<file path="config.mk">
export PLATFORM = sky130hd
export DESIGN_NAME = data_mem_ctrl
export DESIGN_NICKNAME = d
export VERILOG_FILES = /design/src/rtl/data_mem_ctrl.sv
export SDC_FILE = /design/constraint.sdc
export NUM_CORES = 1
export LEC_CHECK = 0
export CAP_MARGIN = 20
export CORE_MARGIN = 5
export CORE_UTILIZATION = 41
export DETAILED_ROUTE_END_ITERATION = 8
export GPL_TIMING_DRIVEN = 0
export PLACE_DENSITY = 0.8
export SLEW_MARGIN = 5
export SYNTH_ARGS = -nofsm -noshare
export SYNTH_HDL_FRONTEND = slang
export SYNTH_SLANG_ARGS = --single-unit
</file>
<file path="constraint.sdc">
create_clock -name clk -period 4.2 [get_ports clk]
set_input_delay 0.42 -clock clk [delete_from_list [all_inputs] [get_ports clk]]
set_output_delay 0.42 -clock clk [all_outputs]
set_load 0.05 [all_outputs]
</file>
<file path="src/rtl/data_mem_ctrl.sv">
// MEM-stage data-memory access controller: one load/store at a time, pipeline stalled
// while the RAM access is in flight, raw read word and address handed to extraction.
module data_mem_ctrl #(
   parameter int ADDR_WIDTH  = 32,
   parameter int WAIT_STATES = 0
) (
   input  logic                  clk,
   input  logic                  rst,
   input  logic                  req_i,
   input  logic                  we_i,
   input  logic [ADDR_WIDTH-1:0] addr_i,
   input  logic [ADDR_WIDTH-1:0] write_data_i,
   input  logic [1:0]            mem_type_i,
   output logic                  stall_o,
   output logic                  done_o,
   output logic                  misalign_o,
   output logic [ADDR_WIDTH-1:0] read_data_o,
   output logic [ADDR_WIDTH-1:0] addr_o,
   output logic                  ram_en_o,
   output logic                  ram_we_o,
   output logic [3:0]            ram_be_o,
   output logic [ADDR_WIDTH-3:0] ram_addr_o,
   output logic [ADDR_WIDTH-1:0] ram_wdata_o,
   input  logic [ADDR_WIDTH-1:0] ram_rdata_i
);

   typedef enum logic [2:0] {IDLE, ISSUE, WAIT, CAPTURE, DONE} state_t;

   localparam logic [1:0] LP_BYTE      = 2'b01;
   localparam logic [1:0] LP_HALF      = 2'b10;
   localparam logic [3:0] LP_WAIT_LAST = (WAIT_STATES > 0) ? 4'(WAIT_STATES - 1) : 4'd0;

   state_t                r_state;
   state_t                w_next_state;
   logic [ADDR_WIDTH-1:0] r_addr;
   logic [ADDR_WIDTH-1:0] r_wdata;
   logic [ADDR_WIDTH-1:0] r_read_data;
   logic [1:0]            r_type;
   logic [3:0]            r_cnt;
   logic                  r_we;
   logic                  r_misalign;
   logic                  w_misalign;
   logic [3:0]            w_be;
   logic [ADDR_WIDTH-1:0] w_wdata;

   // NOTE: every always_comb assigns defaults first so no path can infer a latch.
   always_comb begin
      w_misalign = 1'b0;
      case (mem_type_i)
         LP_BYTE: w_misalign = 1'b0;
         LP_HALF: w_misalign = addr_i[0];
         default: w_misalign = |addr_i[1:0];
      endcase
   end

   always_ff @(posedge clk or posedge rst) begin
      if (rst) r_state <= IDLE;
      else     r_state <= w_next_state;
   end

   always_comb begin
      w_next_state = r_state;
      ram_en_o     = 1'b0;
      ram_we_o     = 1'b0;
      ram_be_o     = 4'b0000;
      done_o       = 1'b0;
      stall_o      = req_i && (r_state != DONE);
      case (r_state)
         IDLE:    if (req_i) w_next_state = w_misalign ? DONE : ISSUE;
         ISSUE: begin
            ram_en_o     = 1'b1;
            ram_we_o     = r_we;
            ram_be_o     = w_be;
            w_next_state = (WAIT_STATES > 0) ? WAIT : CAPTURE;
         end
         WAIT:    if (r_cnt == LP_WAIT_LAST) w_next_state = CAPTURE;
         CAPTURE: w_next_state = DONE;
         DONE: begin
            done_o       = 1'b1;
            w_next_state = IDLE;
         end
         default: w_next_state = IDLE;
      endcase
   end

   // Lane selection and replication work off the latched request, not the live inputs.
   always_comb begin
      w_be    = 4'b1111;
      w_wdata = r_wdata;
      case (r_type)
         LP_BYTE: begin
            w_be    = 4'b0001 << r_addr[1:0];
            w_wdata = {(ADDR_WIDTH/8){r_wdata[7:0]}};
         end
         LP_HALF: begin
            w_be    = 4'b0011 << {r_addr[1], 1'b0};
            w_wdata = {(ADDR_WIDTH/16){r_wdata[15:0]}};
         end
         default: ;
      endcase
   end

   // NOTE: non-blocking assignments so every register samples the pre-edge values.
   always_ff @(posedge clk or posedge rst) begin
      if (rst) begin
         r_addr      <= '0;
         r_wdata     <= '0;
         r_read_data <= '0;
         r_type      <= 2'b00;
         r_cnt       <= 4'd0;
         r_we        <= 1'b0;
         r_misalign  <= 1'b0;
      end else begin
         case (r_state)
            IDLE: begin
               if (req_i) begin
                  r_addr     <= addr_i;
                  r_misalign <= w_misalign;
                  if (!w_misalign) begin
                     r_we    <= we_i;
                     r_type  <= mem_type_i;
                     r_wdata <= write_data_i;
                  end
               end
            end
            WAIT:    r_cnt <= (r_cnt == LP_WAIT_LAST) ? 4'd0 : r_cnt + 4'd1;
            CAPTURE: if (!r_we) r_read_data <= ram_rdata_i;
            DONE:    r_misalign <= 1'b0;
            default: ;
         endcase
      end
   end

   assign misalign_o  = r_misalign;
   assign read_data_o = r_read_data;
   assign addr_o      = r_addr;
   assign ram_addr_o  = r_addr[ADDR_WIDTH-1:2];
   assign ram_wdata_o = w_wdata;

endmodule

</file>
**Yosys cells after proc, flatten, opt, wreduce, memory -nomap -nowiden**

Index checks and enable logic that the tools add are counted.

- Latch bits: 0
- RAM bits: 0
- Flip-flop bits (word level): 107
- Output and inout bits: 135
- Logic and storage cells: 48
- Input bits: 102
- Memory bits (read-only): 0
- Memories: 0

- Shift operators: 2
- $add $sub $neg: 1
- $lt $le $gt $ge: 0
- Equality and inequality tests: 11
- Multiplexer cells: 14
- Reduce and logical (&&, ||, !) cells: 10
- Bitwise operators: 2
- $mul: 0
- Divide/modulo/power cells: 0

Operators by type and width:

| cell | count |
|---|---|
| $pmux W32 S2 | 1 |
| $pmux W3 S4 | 1 |
| $mux W3 | 3 |
| $mux W4 | 2 |
| $pmux W4 S2 | 1 |
| $reduce_and A2 Y1 | 4 |
| $eq A3 B2 Y1 const B | 2 |
| $add A4 B1 Y4 const B | 1 |
| $eq A2 B1 Y1 const B | 2 |
| $eq A2 B2 Y1 const B | 2 |
| $logic_not A4 Y1 | 1 |
| $mux W1 | 4 |
| $ne A2 B2 Y1 const B | 2 |
| $pmux W1 S2 | 2 |
| $shl A1 B2 Y4 const A | 1 |
| $shl A2 B2 Y4 const A | 1 |
| $eq A3 B1 Y1 const B | 1 |
| $eq A3 B3 Y1 const B | 1 |
| $logic_not A3 Y1 | 1 |
| $ne A3 B3 Y1 const B | 1 |
| $reduce_and A3 Y1 | 1 |
| $not A1 Y1 | 2 |
| $reduce_bool A2 Y1 | 1 |
| $reduce_or A2 Y1 | 1 |
| $logic_and A1 B1 Y1 | 1 |

**Depth between registers and ports, before layout**

- Depth after elaboration: 5
- Depth in mapped cells: 7

**Worst setup path after synthesis**

No wires, ideal clock.

- Kind: reg2out
- Start: reg r_state[1]
- End: out ram_be_o[0]
- Setup slack: 0.636 ns
- Cell stages (with the launch flop): 4
- Buffers on the path: 1
- Data arrival time: 3.144 ns
- Path through: dfrtp_1 buf_6 nor3b_1 a21boi_0

- Cells in the longest elaborated chain, start to end: 2

RTL lines:

| item | line | RTL |
|---|---|---|
| from (decl) | 33 | `state_t r_state;` |
| from (signal assigned) | 58 | `else r_state <= w_next_state;` |
| $eq A3 B1 Y1 | 68 | `case (r_state)` |
| $mux W4 | 68 |  |
| to (decl) | 21 | `output logic [3:0] ram_be_o,` |

Every way passes these cells.

**Worst setup path after layout**

- Start: reg r_type[0]
- End: out ram_wdata_o[14]

- Cells in the longest elaborated chain, start to end: 2
- Elaborated cells on any way between the ends: 3

RTL lines:

| item | line | RTL |
|---|---|---|
| from (decl) | 38 | `logic [1:0] r_type;` |
| from (signal assigned) | 121 | `r_type <= mem_type_i;` |
| $eq A2 B2 Y1 / $eq A2 B1 Y1 (equally long branches) | 90 | `case (r_type)` |
| $pmux W32 S2 (*) | 90 |  |
| to (decl) | 23 | `output logic [ADDR_WIDTH-1:0] ram_wdata_o,` |

Every way passes the cells marked *; elsewhere a longest branch is shown, timed or not.

==> results.rst <==
.. list-table::
   :header-rows: 1

   * - Metric
     - Value
   * - Outcome
     - complete, no violations
   * - Max capacitance violation total
     - 0
   * - Clock tree from TritonCTS
     - built
   * - Depth of the worst register-to-register path
     - 7
   * - Cell area after synthesis
     - 0.005035 mm^2
   * - Site row count
     - 40
   * - H-tree depth
     - 3
   * - Number of antenna violations at the first check in global routing
     - 0
   * - Cell with the largest stage delay on the worst path
     - clkdlybuf4s50_1
   * - Pre-CTS setup slack
     - 1.258 ns
   * - Vias per inst
     - 4.890
   * - Quantity of I/O buffers inserted on ports
     - 236
   * - Synth Area per Inst
     - 11.31 um^2
   * - Total inserted antenna cells
     - 0
   * - Met1 Use GR
     - 22.77%
   * - Routability congestion estimate
     - 0.7900
   * - Maximum achievable frequency
     - 300.9 MHz
   * - Leading cell type in the layout, fill and taps excluded
     - clkdlybuf4s50_1
   * - Leading cell types by total area after synthesis
     - dfrtp_1, nand2_1, mux2_4
   * - Largest clock skew in the final design
     - 0.006396 ns
   * - Fraction of final layout cells sized beyond drive strength 1
     - 19.34%
   * - Cell variety after synth
     - 34
   * - Global-route wire length before repair
     - 23,130 um
   * - TritonCTS Sinks
     - 107
   * - Initial DRC count
     - 158
   * - Required arrival time at the worst endpoint
     - 3.78 ns
   * - Pin count of the biggest net entering global routing
     - 64
   * - Post-Synthesis Net Count
     - 552
   * - Total vias in the final route
     - 4,132
   * - Worst slew pin tran
     - 0.8240 ns
   * - First drt pass iteration count
     - 4
   * - Worst flop-to-flop path startpoint
     - r_state[1]$_DFFE_PP0P_
   * - Register clock-pin slew on the reported worst setup and hold paths
     - 0.07 ns
   * - Routed length per placed instance
     - 17.40 um
   * - Worst Path Class, Setup
     - flip-flop to output port
   * - Buf+Inv Stages, Crit Path
     - 4
   * - Post-CTS setup buffer count
     - 0
   * - Cts-stage hold buffer count
     - 0
   * - Area growth from synthesis to layout
     - 57.83%
   * - Number of design rule violations left after detail routing
     - 0
   * - Compound-gate portion of the synthesized area
     - 6.138%
   * - Classification of the worst-slack hold path
     - flip-flop to flip-flop
   * - Peak per-stage delay on the critical path
     - 0.82 ns
   * - Type of element capturing the critical path
     - output port
   * - Yosys warns
     - 0
   * - Cells after synthesis
     - 445
   * - Post-CTS Resized
     - 0
   * - GRT busiest layer
     - met2
   * - Floorplan die area
     - 0.01460 mm^2
   * - Cell with the most instances on the worst path
     - clkbuf_1
   * - Number of global-route vias before repair
     - 4,450
   * - Share of the synthesized area in the top cell type
     - 53.18%
   * - Post-synthesis share of cell area spent on xor and xnor gates
     - 0.3479%
   * - Die span in x
     - 120.8 um
   * - Core ar.
     - 0.01201 mm^2
   * - Starting density of the core
     - 41.92%
   * - Cell taking the most area after synthesis
     - dfrtp_1
   * - Nature of the critical path startpoint
     - flip-flop
   * - Met3 global-route usage
     - 9.074%
   * - Endpoint of the worst register-to-register path
     - r_wdata[16]$_DFFE_PP0P_
   * - Arrival time of the worst setup path
     - 2.90 ns
   * - Combinational family with the most area after synthesis
     - multiplexers
   * - Overall track demand over capacity in global routing
     - 20.33%
   * - DRT Wirelength
     - 14,710 um
   * - Number of register bits inferred by synthesis
     - 107
   * - NumNets Final
     - 800
   * - FILL cells
     - 929
   * - Share of synthesized cell area in full adder, half adder and majority cells
     - 1.243%
   * - End point of the worst hold path
     - addr_o[3]$_DFFE_PP0P_
   * - Final cycle utilization of the critical path
     - 79.12%
   * - Hold Path Depth
     - 2
   * - Share of the yosys chip area belonging to registers
     - 53.18%
   * - Post-synthesis share of cell area spent on and, or, nand and nor gates
     - 12.00%
   * - Final ANT Viol Nets
     - 0
   * - Final Hold Slack
     - 0.5059 ns
   * - Height of the die
     - 120.8 um
   * - Root buffer cell
     - clkbuf_16
   * - Overall overflow remaining after global route
     - 0
   * - Final setup vio count
     - 0
   * - Register-to-register path setup slack
     - 2.01 ns
   * - Final Worst Setup Slack
     - 0.8769 ns
   * - Multiplexer area fraction after synthesis
     - 17.54%
   * - Hold_sp
     - addr_o[3]$_DFFE_PP0P_
   * - Worst path depth
     - 7
   * - Count of pins on the block boundary
     - 237
   * - Final hold violation count
     - 0
   * - Worst path cell trace
     - inv_1 -> ha_1 -> clkbuf_1 -> or2_2 -> clkbuf_1 -> a22o_1 -> clkdlybuf4s50_1
   * - Placed wire-length estimate
     - 11,420 um
   * - GR Util met2
     - 35.52%
   * - Worst-skew pair later-pin latency
     - 0.35 ns
   * - Crit path time final
     - 3.323 ns
   * - CTS buffer count
     - 9
   * - Maximum count of clock buffers along a single path
     - 2
   * - Worst Path Max Fanout
     - 9
   * - Leading cell types in the layout, fill and taps excluded
     - clkdlybuf4s50_1, nand2_1, dfrtp_1
   * - Pins over their slew limit
     - 0
   * - Largest delay contributor family on the critical path
     - buffers and inverters
   * - Slew headroom
     - 44.95%
   * - Unrepaired setup endpoints after global routing
     - no
-- layer usage --
metal	vias to the layer above	wire, um
met5	-	0
met4	0	187
met3	13	1366
met2	173	7707
met1	2020	5444
li1	1926	-
-- synth_stat cells --
library cell,count
a21boi_0,2
a21o_1,1
a21oi_1,2
a221o_1,1
a22o_1,8
a22oi_1,9
a31o_2,1
and2_1,3
buf_12,3
buf_4,38
buf_6,3
clkbuf_1,18
dfrtp_1,107
ha_1,5
inv_1,9
mux2_2,38
mux2_4,29
mux2i_1,2
nand2_1,122
nand2b_1,1
nand3_1,1
nand3b_1,1
nand4_1,1
nor2_1,3
nor2b_1,3
nor3b_1,3
nor4b_1,1
o21a_1,1
o21ai_0,21
o21bai_1,1
or2_2,3
or3b_2,1
or4b_4,1
xnor2_1,2
-- tightest hold or removal path: cells and delay by family (launching register included) --
family	cells	cell delay (ns)
DFF	1	0.37
and+or+nand+nor	2	0.11
-- metrics by stage --
stage | std cells | util [%] | cell area (um^2) | setup TNS [ns]
finish | 845 | 66.16 | 7946 | 0
CTS | 845 | 66.16 | 7946 | 0
detailed placement | 829 | 63.36 | 7611 | 0
global placement | 828 | 63.11 | 7581 | -57.10
global route | 845 | 66.16 | 7946 | 0
floorplan | 445 | - | 5035 | 0
-- cell families (layout without fill, tap and decap cells) --
kind of cell	count (synthesis)	after routing
mux	69	69
buf+inv	71	324
fa+ha+maj	5	5
flops	107	107
xor+xnor	2	2
compound gates	47	47
simple gates	144	144
-- how the worst max path moves through the flow --
stage	start	endpoint	slack, ns
2_1_floorplan	r_state[1]$_DFFE_PP0P_	ram_be_o[0]	0.64
3_3_place_gp	rst	addr_o[2]$_DFFE_PP0P_	-0.54
3_5_place_dp	r_type[0]$_DFFE_PP0P_	ram_wdata_o[11]	1.26
4_1_cts	r_type[0]$_DFFE_PP0P_	ram_wdata_o[14]	0.83
5_1_grt	r_type[0]$_DFFE_PP0P_	ram_wdata_o[14]	0.70
6_report	r_type[0]$_DFFE_PP0P_	ram_wdata_o[14]	0.88
-- registers in the layout (all words and copies together) (netlist names) --
register / count
r_type: 2
addr_o: 32
r_cnt: 4
r_state: 3
r_we: 1
misalign_o: 1
r_wdata: 32
read_data_o: 32
-- final cells by class --
cell class	instances	area (um^2)	area share [%]
flip-flops and latches	107	2678	33.70
inverters	9	36.28	0.4566
clock inverters	6	96.34	1.212
multi-input cells	267	1877	23.62
clock buffers	10	239.0	3.007
well taps	147	183.9	2.315
plain buffers	62	446.7	5.621
repair buffers	237	2390	30.07
Power is not shown: default switching activity piles up to over one toggle a cycle in this logic, so the estimate is an artifact.
